===== config.mk =====
export PLATFORM = sky130hd
export DESIGN_NAME = conv_window_3x3
export DESIGN_NICKNAME = d
export VERILOG_FILES = /design/src/rtl/conv_window_3x3.sv
export SDC_FILE = /design/constraint.sdc
export NUM_CORES = 1
export LEC_CHECK = 0
export ABC_AREA = 1
export CAP_MARGIN = 20
export CELL_PAD_IN_SITES_DETAIL_PLACEMENT = 1
export CELL_PAD_IN_SITES_GLOBAL_PLACEMENT = 2
export CORE_MARGIN = 4
export CORE_UTILIZATION = 40
export DETAILED_ROUTE_END_ITERATION = 10
export PLACE_DENSITY_LB_ADDON = 0.1
export SYNTH_ARGS = -nofsm -noshare
export SYNTH_HDL_FRONTEND = slang
export SYNTH_SLANG_ARGS = --single-unit

===== constraint.sdc =====
create_clock -name clk -period 23.6 [get_ports clk]
set_input_delay 7.08 -clock clk [delete_from_list [all_inputs] [get_ports clk]]
set_output_delay 7.08 -clock clk [all_outputs]
set_load 0.01 [all_outputs]

===== src/rtl/conv_window_3x3.sv =====
// Streaming 3x3 sliding-window generator for a raster-order pixel stream.
// Two IMG_W-deep row delays feed a 3x3 register window; valid-convolution windows only.
module conv_window_3x3 #(
  parameter int width = 8,
  parameter int IMG_W = 28,
  parameter int IMG_H = 28
) (
  input  logic                 clk,
  input  logic                 rst,
  input  logic                 ce,
  input  logic                 din_vld,
  input  logic [width-1:0]     din,
  output logic [9*width-1:0]   win_data,
  output logic                 win_vld,
  output logic                 frame_done
);

  localparam int CW = (IMG_W > 1) ? $clog2(IMG_W) : 1;
  localparam int RW = (IMG_H > 1) ? $clog2(IMG_H) : 1;
  localparam logic [CW-1:0] COL_LAST = CW'(IMG_W - 1);
  localparam logic [RW-1:0] ROW_LAST = RW'(IMG_H - 1);
  localparam logic [CW-1:0] COL_TWO  = CW'(2);
  localparam logic [RW-1:0] ROW_TWO  = RW'(2);

  logic [width-1:0] dly1 [IMG_W];
  logic [width-1:0] dly2 [IMG_W];
  logic [width-1:0] win  [3][3];
  logic [CW-1:0]    col_cnt;
  logic [RW-1:0]    row_cnt;
  logic             acc;

  assign acc = ce & din_vld & ~rst;

  // Row delays and window shift together; delay outputs are read before the shift.
  always_ff @(posedge clk) begin
    if (rst) begin
      for (int i = 0; i < IMG_W; i++) begin
        dly1[i] <= '0;
        dly2[i] <= '0;
      end
      for (int r = 0; r < 3; r++) begin
        for (int c = 0; c < 3; c++) begin
          win[r][c] <= '0;
        end
      end
    end else if (acc) begin
      dly1[0] <= din;
      dly2[0] <= dly1[IMG_W-1];
      for (int i = 1; i < IMG_W; i++) begin
        dly1[i] <= dly1[i-1];
        dly2[i] <= dly2[i-1];
      end
      for (int r = 0; r < 3; r++) begin
        win[r][0] <= win[r][1];
        win[r][1] <= win[r][2];
      end
      win[0][2] <= dly2[IMG_W-1];
      win[1][2] <= dly1[IMG_W-1];
      win[2][2] <= din;
    end
  end

  always_ff @(posedge clk) begin
    if (rst) begin
      col_cnt <= '0;
      row_cnt <= '0;
    end else if (acc) begin
      if (col_cnt == COL_LAST) begin
        col_cnt <= '0;
        row_cnt <= (row_cnt == ROW_LAST) ? '0 : row_cnt + 1'b1;
      end else begin
        col_cnt <= col_cnt + 1'b1;
      end
    end
  end

  // Flags use the pre-increment position of the accepted pixel.
  always_ff @(posedge clk) begin
    if (rst) begin
      win_vld    <= 1'b0;
      frame_done <= 1'b0;
    end else begin
      win_vld    <= acc && (col_cnt >= COL_TWO) && (row_cnt >= ROW_TWO);
      frame_done <= acc && (col_cnt == COL_LAST) && (row_cnt == ROW_LAST);
    end
  end

  always_comb begin
    win_data = '0;
    for (int r = 0; r < 3; r++) begin
      for (int c = 0; c < 3; c++) begin
        win_data[(r*3+c)*width +: width] = win[r][c];
      end
    end
  end

endmodule


**Yosys cells after proc, flatten, opt, wreduce, memory -nomap -nowiden**

Memory sizes are Yosys's and may differ from the RTL's.
Cells that the tools add are included.

- Bitwise gates (word level): 68
- $lt $le $gt $ge: 2
- Equality and inequality tests: 2
- Reductions and logical operators: 5
- Multiplexer cells: 72
- $add $sub $neg: 2

Operators with widths:

| cell | count |
|---|---|
| two-way mux 8 bit | 65 |
| bitwise OR 1 bit | 65 |
| adder 5 x 1 -> 5 bit (second input constant) | 2 |
| equality test 5 bit (second input constant) | 2 |
| >= comparator 5 x 2 -> 1 bit (second input constant) | 2 |
| two-way mux 5 bit | 2 |
| two-way mux 1 bit | 5 |
| logical AND 1 bit | 4 |
| AND 1 bit | 2 |
| AND reduction 2 bit | 1 |
| inverter 1 bit | 1 |

- Input bits: 12
- Output and inout bits: 74
- Word-level logic and storage cells: 158
- Register bits: 12
- Memories: 3
- Memory bits (writable): 520

Memories:

| memory | depth | width | read ports | clocked after memory_dff | wr ports | line | text |
|---|---|---|---|---|---|---|---|
| dly1 | 28 | 8 | 28 | 0 | 28 | 25 | `logic [width-1:0] dly1 [IMG_W];` |
| dly2 | 28 | 8 | 28 | 0 | 28 | 26 | `logic [width-1:0] dly2 [IMG_W];` |
| win | 3 | 24 | 3 | 0 | 3 | 27 | `logic [width-1:0] win [3][3];` |

**Longest topological paths before layout**

Gate-level depths: netlist of the first run.

- Word-level depth: 6
- Mapped depth: 8
- Gate-level depth less buffers: 8

**Worst setup path after synthesis of the first run**

OpenSTA, ideal clock, no wires.

- Path type: input to register
- From: input port rst
- To: memory dly1[10][0] (enable)
- Path buffers: 1
- Arrival time: 14881 ps
- Setup slack: 5333 ps
- Stages: 3
- Data required time: 20214 ps
- Library setup time: 3386 ps
- Path through: buf_6 -> inv_4 -> nand2_1

RTL lines:

| item | line | text |
|---|---|---|
| start: declaration | 9 | `input logic rst,` |
| end: declaration | 25 |  |

==> results.txt, run 1 <==
The flow ran to the end, and the final reports show no timing, DRC or antenna violations. The total wirelength of the detailed-routed design came out at 28,100 um. Counting I/O delays and the setup requirement, the final critical path takes 10,580 ps.

In the post-synthesis netlist, the biggest area contributors are sky130_fd_sc_hd__edfxtp_1, sky130_fd_sc_hd__inv_1, sky130_fd_sc_hd__nor2_1. The worst register-to-register path has a setup slack of 21,910 ps. For this design the top-level I/O count stands at 86. The stage delay of the slowest cell on the critical path is 860 ps. The area of the core came out at 46,700 sq um. The cell area power density came out at 86.5 nW/um^2.

The diode insertion count for antenna repair came out at 0. The effective utilization at floorplan came out at 40.5%. The critical path data arrival time is 10,780 ps. The worst vdd rail ir drop came out at 0.0527 mV. The number of design-rule violations left by the first detailed-router iteration is 537. The total placed cells including tap cells came out at 2,203.

The post-synthesis instance total came out at 1,582. Clock-pin slew was measured on the worst setup and hold paths at 60 ps. The number of nets still failing antenna checks after routing came out at 0. The critical path in this run is classified as primary input to flop.

The number of antenna violations at the first check in global routing came to 0. In the final design database the tool counted 1,667 nets. The cell with the largest stage delay on the worst path is sky130_fd_sc_hd__buf_4. The number of buffers on the longest clock path is 3. The register bit total from synthesis is 484. By area, the combinational part of the netlist is dominated by buffers and inverters. The share of cells above drive strength 1 came out at 4.42%. After detailed placement, the total cell area comes to 20,000 sq um. The total of hold buffers inserted after clock tree synthesis came out at 0. Setup repair after global routing left no endpoint under its margin. For this design, the sink count on the clock tree is 484. The mux contribution to synthesized area came out at 0%. In this run the tightest slew margin relative to its limit is 31.3%. The simple-gate share of the synthesized area came out at 10.6%.

The number of flops mapped to enable cells by yosys came out at 472. The dominant cell type by area after synthesis is sky130_fd_sc_hd__edfxtp_1. The max-slew violation count came to 0. The floorplan has 79 rows. The routability-driven placement congestion ratio is 0.707.

The type of destination of the critical path is a flop. In the final routed layout, each cell accounts on average for 12.2 um. The placed wire-length estimate came out at 14,300 um. The capturing point of the worst reg2reg path is row_cnt[4]$_SDFFE_PP0P_. The most frequent cell on the critical path is sky130_fd_sc_hd__buf_12. The first TritonRoute pass finished after 4 iterations. The share of the clock period used by the worst path after layout is 44.8%. In this run the clock root is driven by a sky130_fd_sc_hd__clkbuf_16. The commonest cells after synthesis are sky130_fd_sc_hd__inv_1, sky130_fd_sc_hd__nor2_1, sky130_fd_sc_hd__edfxtp_1. Counting every net in the synthesized netlist gives 1,598. The adder and majority cell fraction of the synthesized area is 0.265%. The number of port buffers came out at 85. For the pin with the worst max-slew slack, the measured transition is 1030 ps.

The setup TNS is 0 ps. The final setup violation count is 0. The floorplan step set the die width to 225 um. The area taken by flip-flops and latches came out at 14,400 sq um.

The post-cts sizing count is 0. The cell depth of the worst min-delay path is 2. Across the routed clock network, the largest skew measured is 12.4 ps.

Summing over every cut layer, the via total after detailed routing is 9,875. Counting the fill cells in the layout gives 4,914. In this run the cell area of the synthesized design comes to 18,900 sq um.

For this run, the number of Yosys warnings is 0. The fraction of registers with async set/reset came out at 0%. The post-route worst hold slack came out at 482 ps.

The average instance in the mapped netlist occupies 11.9 sq um. The maximum fanout along the worst path is 178. The final routed DRC violation total came out at 0.

The total overflow reported by the global router is 0. The worst hold path begins at col_cnt[0]$_SDFFE_PP0P_. The area of the multi-input gates came out at 2120 sq um.

The worst-case hold path end point is col_cnt[0]$_SDFFE_PP0P_. The core occupancy in the finished layout is 46.4%. For this run, the number of standard cells in the final layout without fillers is 2,302. The reported max-cap violation count is 0. The leakage power is 8.79 nW. The maximum number of pins on one net before global-route repair is 197. The compound-cell area share of the yosys netlist came out at 0.305%.

The number of cells on the worst reg-to-reg path is 8. The source of the worst register-to-register timing path is col_cnt[1]$_SDFFE_PP0P_. The number of buffers inserted to repair setup after CTS is 0. The top cell type by area accounts for 75.1% of the synthesized area. The worst setup path is launched from a primary input. The mean number of vias per cell is 4.29.

The synthesis-to-layout area growth is 14.7%. The via count of the first global-routing pass came out at 9,992. The required time at the endpoint of the critical path is 23,800 ps. For the worst-skew pair, the clock arrives at the later sink with an insertion delay of 580 ps. The number of CTS-inserted buffers is 53. The final design instance area without fill came out at 21,600 sq um. The achievable frequency came out at 94.5 MHz. The number of hold violations in the final report is 0. The chip height came out at 225 um. The H-tree depth is 2. The CTS tree is yes. After synthesis, the netlist uses 22 different library cells. The signal on the critical path passes through clkdlybuf4s50_1 > nand2_1 > nand2_4 > buf_12 > buf_12 > buf_4. The floorplan step defined a die boundary enclosing 50,700 sq um. Global routing used 11.3% of the available tracks. Among all flip-flop cells after synthesis, the most frequent one is sky130_fd_sc_hd__edfxtp_1. The wire length of the first global-routing pass came out at 47,500 um.

The post-synthesis xor/xnor area fraction is 0.0464%. Sequential elements use 76.3% of the synthesized area. The class of the most critical hold timing path is flop to flop.
## logic make-up after synthesis
group                      Yosys count
buffers and inverters              560
and+or+nand+nor                    522
DFF                                484
AOI/OAI and AO/OA                   11
adders and majority gates            4
xor gates and xnor gates             1
## cells in the final DEF (no fill, tap or decap), drive strengths merged, types with 6 or more instances in the layout
cell	count
buf	7
edfxtp	472
inv	484
a21oi	6
clkbuf	80
nand3	11
dfxtp	12
nand2	23
clkinv	17
nor2	483
clkdlybuf4s50	84
## layer usage
metal	up-vias	global-route usage (%)	wire, um
met4	0	4.80	786
met3	53	3.14	1430
li1	4897	-	-
met5	-	0	0
met1	4793	14.6	13100
met2	132	17.9	12700
## power breakdown
| group | internal (W) | switching, W | total [W] |
|---|---|---|---|
| Sequential | 0.00100 | 0.0000159 | 0.00102 |
| Clock | 0.000447 | 0.000319 | 0.000766 |
| Combinational | 0.0000279 | 0.0000573 | 0.0000852 |
## sequential cells by signal, summed over array words and instances, names as in the netlist
| register | cells |
|---|---|
| dly2 | 200 |
| frame_done | 1 |
| dly1 | 209 |
| row_cnt | 5 |
| win_vld | 1 |
| col_cnt | 5 |
| win | 63 |
## stage by stage
stage	total power [W]	setup slack, ps
floorplan	0.00112	5330
global placement	0.00112	12280
detailed placement	0.00113	12230
CTS	0.00191	12860
global route	0.00196	12610
finish	0.00187	13020
## area by class of cell
type / count / share of cell area (%)
Timing Repair Buffer: 91 / 4.30
Clock inverter: 19 / 0.497
Inverter: 483 / 8.39
Clock buffer: 80 / 6.93
Sequential cell: 484 / 66.6
Multi-Input combinational cell: 538 / 9.80
Tap cell: 607 / 3.51
## worst max path at each step
stage | from | end | slack [ps] | depth (start not counted)
2_1_floorplan | rst | dly1[10][0]$_SDFFCE_PN0P_ | 5330 | 3
3_3_place_gp | rst | dly1[17][6]$_SDFFCE_PN0P_ | 12280 | 6
3_5_place_dp | rst | dly1[17][6]$_SDFFCE_PN0P_ | 12230 | 6
4_1_cts | rst | dly1[17][6]$_SDFFCE_PN0P_ | 12860 | 6
5_1_grt | rst | dly2[3][8]$_SDFFCE_PN0P_ | 12610 | 6
6_report | ce | dly2[4][8]$_SDFFCE_PN0P_ | 13020 | 6
## worst max-delay path, delay by kind of cell
kind	cells	cell delay, ps
simple gates	2	680
buf+inv	4	2750
(Power assumes the default switching activity.)
==> inputs of run 2 (changes only) <==
- clock period: 23.6 -> 10.5 ns (I/O delays scaled with it)
==> run 2 against run 1 <==
  * Cell count is essentially flat
  * Core utilization up 0.080 points
  * Cell area grew 0.17%
  * Combinational power increased by 130%
  * Non-clock buffer count rose by 1
  * Largest power group unchanged
==> results.txt, run 2 (same netlist as run 1, synthesis figures left out) <==
The die width is 225 um (unchanged). The via count of the first global-routing pass came out at 10,100 (+1.1%). The wire length of the first global-routing pass came to 49,300 um (+3.8%). The stage delay of the slowest cell on the critical path is 710 ps (-150 ps). The transition time at the pin with the least slew margin was 1120 ps (+92.0 ps). The number of optimization iterations in the first detailed-route pass came out at 4 (unchanged). The number of flip-flops under the largest register name is 209 (unchanged). The worst register-to-register path ends at row_cnt[4]$_SDFFE_PP0P_. The leakage power came to 8.81 nW (+0.27%). The source of the worst register-to-register timing path is col_cnt[1]$_SDFFE_PP0P_. The total power after layout came out at 0.00425 W (+130%). The post-cts sizing count came out at 0 (unchanged). The final setup violation count came out at 0 (unchanged). In the final layout, the registers with the most flip-flops are dly1 (209), dly2 (200), win (63). The average wire length per cell after detail routing is 12.7 um (+4.3%).

The type of the worst setup path is primary input to flop. The final routed DRC violation total came out at 0 (unchanged). The reg2reg setup slack came out at 8800 ps (-13,110 ps). The mean number of vias per cell is 4.34 (+1.2%).

The effective utilization at floorplan is 40.5% (unchanged). The required time at the endpoint of the critical path was 10,780 ps (-13,020 ps). The area of the die came out at 50,700 sq um (unchanged). The register clock-pin slew on the reported worst setup and hold paths is 60 ps (about the same). The number of antenna violations at the first check in global routing came out at 0 (unchanged).

The maximum fanout along the worst path is 246 (+38%). The critical path data arrival time is 5640 ps (-5140 ps). The total wirelength of the detailed-routed design came to 29,300 um (+4.3%). In this run the worst setup path begins at rst. The number of design-rule violations left by the first detailed-router iteration was 713 (+33%).

The min-delay analysis places its worst path in the category flop to flop. The layer flagged by global routing as most heavily used is met2. From synthesis to final layout, the design area changed by 14.9%.

The number of hold violations in the final report is 0 (unchanged). The final design instance area without fill came to 21,700 sq um (+0.17%). The aggregate global-route resource usage came out at 11.8% (+0.53 points). For this design, the slowest cell found on the critical path is sky130_fd_sc_hd__buf_12. The chip height came out at 225 um (unchanged).

The clock insertion delay at the later pin of the skew report is 580 ps (about the same). Setup repair after global routing left no endpoint under its margin. The critical path goes through buf_4 > inv_4 > nand3_4 > buf_12 > nor2_1. The count of clock tree sinks came to 484 (unchanged). The worst vdd rail ir drop is 0.113 mV (+120%). The met3 demand-to-capacity share in global routing came out at 3.83% (+0.69 points). The setup TNS came out at 0 ps (unchanged). The H-tree depth is 2 (unchanged). TritonCTS built the clock tree. The depth of the worst register-to-register path came out at 8 (unchanged).

The placement-stage worst setup slack came out at 4490 ps (-7740 ps). The worst setup skew after layout came out at 11.8 ps (-0.653 ps). The number of buffers inserted to repair setup after CTS is 0 (unchanged). The number of CTS-inserted buffers came to 53 (unchanged).

The worst path in the final design needs a cycle of 5360 ps, including I/O delays and setup. The worst-case setup margin in the final layout was 5140 ps (-7880 ps). The share of the clock period used by the worst path after layout is 51.1%. STA classifies the critical path startpoint as a primary input.

The tree is rooted in a sky130_fd_sc_hd__clkbuf_16. Counting flops per register, the top entry is dly1. The via count is 9,996 (+1.2%). The number of primary I/O pins came out at 86 (unchanged).

The core occupancy in the finished layout is 46.5% (+0.080 points). The maximum number of pins on one net before global-route repair is 247 (+25%). The number of fill cells came out at 4,948 (+0.69%). The reported max-cap violation count was 0 (unchanged). The area of the core is 46,700 sq um (unchanged). The flow ran to the end, and the final reports show no timing, DRC or antenna violations. The total overflow reported by the global router came out at 0 (unchanged). Based on the critical path, the design can be clocked at up to 186 MHz. The cell depth of the worst min-delay path is 2 (unchanged). The cell area power density came to 196 nW/um^2 (+130%). The diode insertion count for antenna repair came to 0 (unchanged). The number of nets still failing antenna checks after routing came out at 0 (unchanged). For hold timing, the worst endpoint is col_cnt[0]$_SDFFE_PP0P_. The total of hold buffers inserted after clock tree synthesis is 0 (unchanged).

The top cell types in the final layout, fill and taps aside, are sky130_fd_sc_hd__inv_1, sky130_fd_sc_hd__nor2_1, sky130_fd_sc_hd__edfxtp_1. The number of port buffers came to 85 (unchanged). The number of nets at the end of the flow was 1,668 (+0.060%).

The placed wire-length estimate is 14,900 um (+4.5%). The max-slew violation count came out at 0 (unchanged). The share of cells above drive strength 1 is 4.83% (+0.41 points).

The met2 track utilization from global routing came out at 18.5% (+0.61 points). The post-placement cell area is 20,000 sq um (about the same). The routability-driven placement congestion ratio was 0.677 (-4.3%). In this run the most critical hold path is launched from col_cnt[0]$_SDFFE_PP0P_. The row count is 79 (unchanged).

STA classifies the critical path endpoint as a flop. The worst max-slew margin expressed relative to the limit came out at 25.2% (-6.1 points). The number of buffers on the longest clock path is 3 (unchanged).

The met1 track utilization from global routing is 15.6% (+0.99 points).
run 2: cell types whose count changed in the layout (fill, tap and decap cells not counted), sizes merged:
cell | previous run | this run
buf | 7 | 8
bufinv | 1 | 3
clkbuf | 80 | 69
clkinv | 17 | 25
clkinvlp | 0 | 1
run 2: metrics by stage:
| step | hold slack [ps] | cells |
|---|---|---|
| after floorplan | 457 | 1582 |
| after global placement | 475 | 2204 |
| after detailed placement | 484 | 2204 |
| after CTS | 492 | 2303 |
| after global routing | 510 | 2303 |
| final | 487 | 2303 |
run 2: area by class of cell:
class	instances	area (sq um)	area share, %
multi-input cells	538	2130	9.82
flip-flops and latches	484	14400	66.5
inverters	483	1820	8.37
clock buffers	69	1430	6.59
clock inverters	30	213	0.981
repair buffers	92	926	4.27
well taps	607	759	3.50
run 2: how the worst max path moves through the flow:
stage	to	cells after the start
after floorplan	dly1[10][0]$_SDFFCE_PN0P_	3
after global placement	dly2[1][2]$_SDFFCE_PN0P_	5
after detailed placement	dly2[1][2]$_SDFFCE_PN0P_	5
after CTS	dly2[1][2]$_SDFFCE_PN0P_	5
after global routing	dly2[1][2]$_SDFFCE_PN0P_	5
final	dly2[1][2]$_SDFFCE_PN0P_	5
run 2: power by group:
group | total [W] | internal, W | leakage (nW) | switching, W
clock | 0.00177 | 0.00103 | 0.804 | 0.000738
sequential | 0.00230 | 0.00226 | 5.12 | 0.0000373
combinational | 0.000193 | 0.0000629 | 2.89 | 0.000130
run 2: layer usage:
metal	share of wire, %	vias to the layer above
li1	-	4898
met1	47	4911
met2	45	129
met3	5.4	58
met4	2.7	0
met5	0	-
run 2: critical path, delay by kind of cell:
kind          cells  cell delay, ps
simple gates      2             790
buf+inv           3            1390
